<file path="src/rtl/hazard_ctrl.sv">
// Stall/flush sequencer for the 5-stage core: load-use stalls, branch squash and
// multiply/divide issue/wait with a hang timeout.
module hazard_ctrl #(
   parameter int unsigned LD_CYC     = 1,
   parameter int unsigned MD_TIMEOUT = 64,
   parameter int unsigned CNT_W      = 16
) (
   input  logic             clk,
   input  logic             rst_n,
   input  logic             mem_read_ex,
   input  logic [2:0]       dst_ex,
   input  logic [2:0]       rs_id,
   input  logic [2:0]       rt_id,
   input  logic             uses_rt_id,
   input  logic             branch_taken_ex,
   input  logic             md_op_ex,
   input  logic             md_done,
   output logic             pc_en,
   output logic             if_id_en,
   output logic             id_ex_en,
   output logic             if_id_flush,
   output logic             id_ex_flush,
   output logic             md_go,
   output logic             md_err,
   output logic [CNT_W-1:0] stall_cnt,
   output logic [1:0]       state_o
);

   typedef enum logic [1:0] {
      StRun     = 2'd0,
      StLdStall = 2'd1,
      StMdWait  = 2'd2
   } state_t;

   localparam logic [3:0]       LdInit = 4'(LD_CYC - 1);
   localparam logic [7:0]       MdLast = 8'(MD_TIMEOUT - 1);
   localparam logic [CNT_W-1:0] CntMax = {CNT_W{1'b1}};

   state_t           state_q, state_d;
   logic [3:0]       ld_cnt_q, ld_cnt_d;
   logic [7:0]       md_tmr_q, md_tmr_d;
   logic             md_err_q, md_err_d;
   logic [CNT_W-1:0] stall_cnt_q;
   logic             luh;

   assign luh = mem_read_ex && (dst_ex != 3'd0) &&
                ((dst_ex == rs_id) || (uses_rt_id && (dst_ex == rt_id)));

   always_comb begin
      pc_en       = 1'b1;
      if_id_en    = 1'b1;
      id_ex_en    = 1'b1;
      if_id_flush = 1'b0;
      id_ex_flush = 1'b0;
      md_go       = 1'b0;
      state_d     = state_q;
      ld_cnt_d    = ld_cnt_q;
      md_tmr_d    = md_tmr_q;
      md_err_d    = md_err_q;

      unique case (state_q)
         StRun: begin
            // A taken branch squashes the wrong-path ID instruction, so its hazards are moot.
            if (branch_taken_ex) begin
               if_id_flush = 1'b1;
               id_ex_flush = 1'b1;
            end else if (md_op_ex) begin
               md_go    = 1'b1;
               pc_en    = 1'b0;
               if_id_en = 1'b0;
               id_ex_en = 1'b0;
               state_d  = StMdWait;
               md_tmr_d = 8'd0;
            end else if (luh) begin
               pc_en       = 1'b0;
               if_id_en    = 1'b0;
               id_ex_flush = 1'b1;
               if (LD_CYC > 1) begin
                  state_d  = StLdStall;
                  ld_cnt_d = LdInit;
               end
            end
         end
         StLdStall: begin
            pc_en       = 1'b0;
            if_id_en    = 1'b0;
            id_ex_flush = 1'b1;
            ld_cnt_d    = ld_cnt_q - 4'd1;
            if (ld_cnt_q == 4'd1) state_d = StRun;
         end
         StMdWait: begin
            pc_en    = 1'b0;
            if_id_en = 1'b0;
            id_ex_en = 1'b0;
            md_tmr_d = md_tmr_q + 8'd1;
            if (md_done || (md_tmr_q == MdLast)) begin
               pc_en    = 1'b1;
               if_id_en = 1'b1;
               id_ex_en = 1'b1;
               state_d  = StRun;
               // Done wins over a coincident timeout.
               if (!md_done) md_err_d = 1'b1;
            end
         end
         default: state_d = StRun;
      endcase

      if (!rst_n) begin
         pc_en       = 1'b0;
         if_id_en    = 1'b0;
         id_ex_en    = 1'b0;
         if_id_flush = 1'b0;
         id_ex_flush = 1'b0;
         md_go       = 1'b0;
      end
   end

   always_ff @(posedge clk or negedge rst_n) begin
      if (!rst_n) begin
         state_q     <= StRun;
         ld_cnt_q    <= 4'd0;
         md_tmr_q    <= 8'd0;
         md_err_q    <= 1'b0;
         stall_cnt_q <= '0;
      end else begin
         state_q  <= state_d;
         ld_cnt_q <= ld_cnt_d;
         md_tmr_q <= md_tmr_d;
         md_err_q <= md_err_d;
         if (!pc_en && (stall_cnt_q != CntMax)) stall_cnt_q <= stall_cnt_q + CNT_W'(1);
      end
   end

   assign md_err    = md_err_q;
   assign stall_cnt = stall_cnt_q;
   assign state_o   = state_q;

endmodule
</file>
<file path="config.mk">
export PLATFORM = sky130hd
export DESIGN_NAME = hazard_ctrl
export DESIGN_NICKNAME = d
export VERILOG_FILES = /design/src/rtl/hazard_ctrl.sv
export SDC_FILE = /design/constraint.sdc
export NUM_CORES = 1
export LEC_CHECK = 0
export CAP_MARGIN = 20
export CORE_ASPECT_RATIO = 0.8
export CORE_MARGIN = 5
export CORE_UTILIZATION = 45
export CTS_CLUSTER_DIAMETER = 50
export CTS_CLUSTER_SIZE = 8
export DETAILED_ROUTE_END_ITERATION = 6
export GPL_TIMING_DRIVEN = 0
export PLACE_DENSITY = 0.88
export SYNTH_ARGS = -nofsm -noshare
export SYNTH_HDL_FRONTEND = slang
export SYNTH_SLANG_ARGS = --single-unit
export TNS_END_PERCENT = 10
</file>
<file path="constraint.sdc">
create_clock -name clk -period 3.5 [get_ports clk]
set_input_delay 0.35 -clock clk [delete_from_list [all_inputs] [get_ports clk]]
set_output_delay 0.35 -clock clk [all_outputs]
set_load 0.02 [all_outputs]
</file>
Word-level counts from Yosys, hierarchy flattened
Cells that the tools add are included.
Widths: inputs -> output; s select.
- bitwise logic cells: 1
- $add $sub $neg: 3
- reduce and logical (&&, ||, !) cells: 13
- eq/ne operators: 11
- muxes and demuxes: 30
- operators with widths (kind ; count):
    $mux 1 ; 19
    $add 16x1->16 const B ; 1
    $mux 8 ; 2
    $ne 16x16->1 const B ; 1
    $pmux 8 s2 ; 1
    $add 8x1->8 const B ; 1
    $eq 8x6->1 const B ; 1
    $mux 2 ; 4
    $ne 2x2->1 const B ; 4
    $eq 3x3->1 ; 2
    $pmux 2 s3 ; 1
    $reduce_and 3->1 ; 2
    $eq 4x1->1 const B ; 1
    $logic_and 1x1->1 ; 4
    $pmux 1 s2 ; 2
    $reduce_and 4->1 ; 1
    $sub 4x1->4 const B ; 1
    $pmux 1 s3 ; 1
    $reduce_bool 3->1 ; 1
    $eq 2x1->1 const B ; 1
    $eq 2x2->1 const B ; 1
    $logic_not 2->1 ; 1
    $logic_or 1x1->1 ; 2
    $reduce_bool 2->1 ; 1
    2 further kinds ; 2
- word-level logic and storage cells: 63
- output and inout port bits: 25
- input port bits: 16
- flip-flop bits (word level): 31

Logic depth before layout (Yosys ltp)
- word-level depth: 11
- mapped depth: 8
- depth with buffers taken out: 8

Worst setup path after synthesis
No wires, ideal clock.
- kind: register to output
- start point: register md_tmr_q[0]
- end point: output port pc_en
- path slack: 1.454 ns
- data arrival time: 1.696 ns
- data required time: 3.150 ns
- buffers on the path: 1
- cell stages (with the launch flop): 8
- path through: dfrtp_1 > ha_1 > nand3_2 > o41ai_2 > nand2_1 > a211o_4 > inv_2 > buf_4
- cells in the longest elaborated chain, start to end: 5
- ends and longest elaborated chain (element ; RTL line ; text):
    from (decl) ; 41 ; logic [7:0] md_tmr_q, md_tmr_d;
    from (signal assigned) ; 128 ; md_tmr_q <= md_tmr_d;
    $eq 8x6->1 ; 96 ; if (md_done || (md_tmr_q == MdLast)) begin
    $logic_or 1x1->1 ; 96 ;
    $mux 1 ; -- ;
    $pmux 1 s3 ; -- ;
    $mux 1 ; -- ;
    to (decl) ; 18 ; output logic pc_en,
No other way between the ends.

Final worst setup path
- start point: register md_tmr_q[0]
- end point: output port pc_en
- cells in the longest elaborated chain, start to end: 5
- ends and longest elaborated chain (element ; RTL line ; text):
    $eq 8x6->1 ; 96 ;
    $logic_or 1x1->1 ; 96 ;
    $mux 1 ; 96 ;
    $pmux 1 s3 ; 61 ; unique case (state_q)
    $mux 1 ; 108 ; if (!rst_n) begin
No other way between the ends.

==> impl_metrics.env <==
export IMPL_multi_input_area_sq_um=749
export IMPL_num_io_pins=41
export IMPL_rr_worst_depth=7
export IMPL_crit_path_start="md_tmr_q[0]"
export IMPL_hpwl_microns=2640
export IMPL_synth_edff_count=0
export IMPL_dp_slack_ns=0.654
export IMPL_core_area_sq_mm=0.00311
export IMPL_place_area_sq_mm=0.00193
export IMPL_clk_pin_slew_ns=0.09
export IMPL_cp_max_fo=5
export IMPL_grt_ovfl_total=0
export IMPL_crit_path_start_kind="register"
export IMPL_design_area_sq_mm=0.00200
export IMPL_postSynthCellCount=143
export IMPL_grt_first_pass_wirelength_microns=5610
export IMPL_synth_warnings=0
export IMPL_grt_max_degree=22
export IMPL_finClkSkew_ns=0.00492
export IMPL_irDropWorstVdd_mv=0.442
export IMPL_drt_iter0_drc=59
export IMPL_rsz0062_at_grt="false"
export IMPL_synth_ff_type="dfrtp_1"
export IMPL_fp_dieH_microns=60.9
export IMPL_grt_pass1_vias=1227
export IMPL_seqCellArea_sq_um=651
export IMPL_routabilityCongestion=0.786
export IMPL_synth_top_area_frac=0.446
export IMPL_final_util=0.643
export IMPL_clock_latency_ns=0.28
export IMPL_critPathArrivalTime_ns=2.69
export IMPL_drc=0
export IMPL_portBuffers=39
export IMPL_final_nets=206
export IMPL_fin_crit_sh=0.869
export IMPL_power_leakage_nw=0.815
export IMPL_ys_async_sr_fraction=1.00
export IMPL_fmax_mhz=329
export IMPL_drv_cap=0
export IMPL_firstDrtPassIters=4
export IMPL_crit_type="reg2out"
export IMPL_drive_above_1_share=0.134
export IMPL_vias_per_cell=5.33
export IMPL_setup_violations_final=0
export IMPL_cp_cell_sequence="ha_1 > nand3_2 > o41ai_2 > nand2_1 > a211o_4 > inv_2 > buf_4 > clkdlybuf4s50_1"
export IMPL_syn_nets=161
export IMPL_die_area_sq_mm=0.00448
export IMPL_worst_slack_ns=0.457
export IMPL_clk_path_buf_depth=2
export IMPL_holdBufCountCts=0
export IMPL_powerDensity_mw_per_mm2=541
export IMPL_yosys_top_cells_count="dfrtp_1 (26), xnor2_1 (13), nand2_1 (11)"
export IMPL_synth_seq_area_share=0.446
export IMPL_r2r_start="md_tmr_q[0]"
export IMPL_grt_use_total=0.164
export IMPL_root_buffer="clkbuf_8"
export IMPL_wirelength_microns=3460
export IMPL_cp_end_kind="output pin"
export IMPL_initial_core_util=0.469
export IMPL_critPathMaxStageDelay_ns=0.59
export IMPL_required_ns=3.15
export IMPL_dp_cells=223
export IMPL_post_cts_setup_buffers=0
export IMPL_num_fill_cells=244
export IMPL_routedWlPerCell_microns=15.3
export IMPL_synth_cell_types=38
export IMPL_endpoint="pc_en"
export IMPL_fin_cells=227
export IMPL_synth_area_leader_cell="dfrtp_1"
export IMPL_syn_area_sq_mm=0.00146
export IMPL_rows=18
export IMPL_ys_top_cells_by_area="dfrtp_1 (45%), xnor2_1 (7.8%), nand4_1 (4.3%)"
export IMPL_critPathTopFamily="buffers and inverters"
export IMPL_hold_viol=0
export IMPL_postSynthAreaPerCell_sq_um=10.2
export IMPL_slew_viol_final=0
export IMPL_timing_rr_end="stall_cnt[14]"
export IMPL_clock_sinks=26
export IMPL_tns_ns=0
export IMPL_status="finished, final reports clean"
export IMPL_cts_buffers_inserted=3
export IMPL_synth_seq_cells=26
export IMPL_slowest_stage="clkdlybuf4s50_1"
export IMPL_postRouteAntennaNets=0
export IMPL_htreeDepth=1
export IMPL_die_w_microns=73.6
export IMPL_cp_num_cells=8
export IMPL_fin_crit_ns=3.04
export IMPL_antenna_found_initial=0
export IMPL_cts_tree="built"
export IMPL_cp_buffers_inverters=3
export IMPL_post_cts_resized=0
export IMPL_hp_class="in2async"
export IMPL_area_growth_pct=37.0
export IMPL_yosysMostFrequentCell="dfrtp_1"
export IMPL_antenna_cells=0
export IMPL_vias=1211
export IMPL_rrSetupSlack_ns=1.32
[registers in the layout, indices dropped and copies added, names as in the netlist]
signal / count
md_tmr_q: 8
state_o: 1
md_err: 1
stall_cnt: 16
[stage by stage]
| step | hold slack (ns) | total power, mW |
|---|---|---|
| after floorplan | 0.0544 | 0.649 |
| after global placement | 0.441 | 0.809 |
| after detailed placement | 0.467 | 0.833 |
| after CTS | 0.376 | 1.09 |
| after global routing | 0.394 | 1.14 |
| final | 0.372 | 1.08 |
[layout make-up]
cell class | instances | area share
inverters | 3 | 0.00564
multi-input cells | 108 | 0.375
repair buffers | 40 | 0.209
clock inverters | 1 | 0.0150
plain buffers | 6 | 0.0232
well taps | 40 | 0.0251
clock buffers | 3 | 0.0207
flip-flops and latches | 26 | 0.326
[logic make-up (layout without fill, tap and decap cells)]
family	after synthesis	after routing	share of synthesized area
AOI/OAI and AO/OA	17	17	0.0833
xor gates and xnor gates	19	19	0.114
adders and majority gates	2	2	0.0172
buffers and inverters	9	53	0.0395
DFF	26	26	0.446
muxes	5	5	0.0386
other	1	1	0.00257
and+or+nand+nor	64	64	0.258
[report_power, final]
| group | total (mW) | internal [mW] | switching [mW] |
|---|---|---|---|
| combinational | 0.388 | 0.203 | 0.185 |
| sequential | 0.439 | 0.364 | 0.0749 |
| clock | 0.253 | 0.153 | 0.0999 |
| total | 1.08 | 0.721 | 0.360 |
[layout by cell type, fill, tap and decap left out, types with 5 or more instances in the layout]
cell,instances
clkdlybuf4s50_1,39
dfrtp_1,26
xnor2_1,13
nand2_1,11
nand4_1,10
nand3_1,9
xor2_1,6
o21ai_0,6
nor2_1,5
[worst min path at each step]
stage	to	slack [ns]	cells after the start
2_1_floorplan	md_err	0.05	0
3_3_place_gp	md_err	0.44	1
3_5_place_dp	md_err	0.47	1
4_1_cts	state_o[1]	0.38	1
5_1_grt	state_o[1]	0.39	1
6_report	state_o[1]	0.37	1
[routing by layer]
| metal | track usage | vias to the layer above | wire, microns |
|---|---|---|---|
| li1 | - | 591 | - |
| met1 | 0.201 | 585 | 1560 |
| met2 | 0.293 | 30 | 1740 |
| met3 | 0.0430 | 5 | 141 |
| met4 | 0.0362 | 0 | 23 |
| met5 | 0 | - | 0 |
Note: power is estimated with default switching activity, not from simulation.
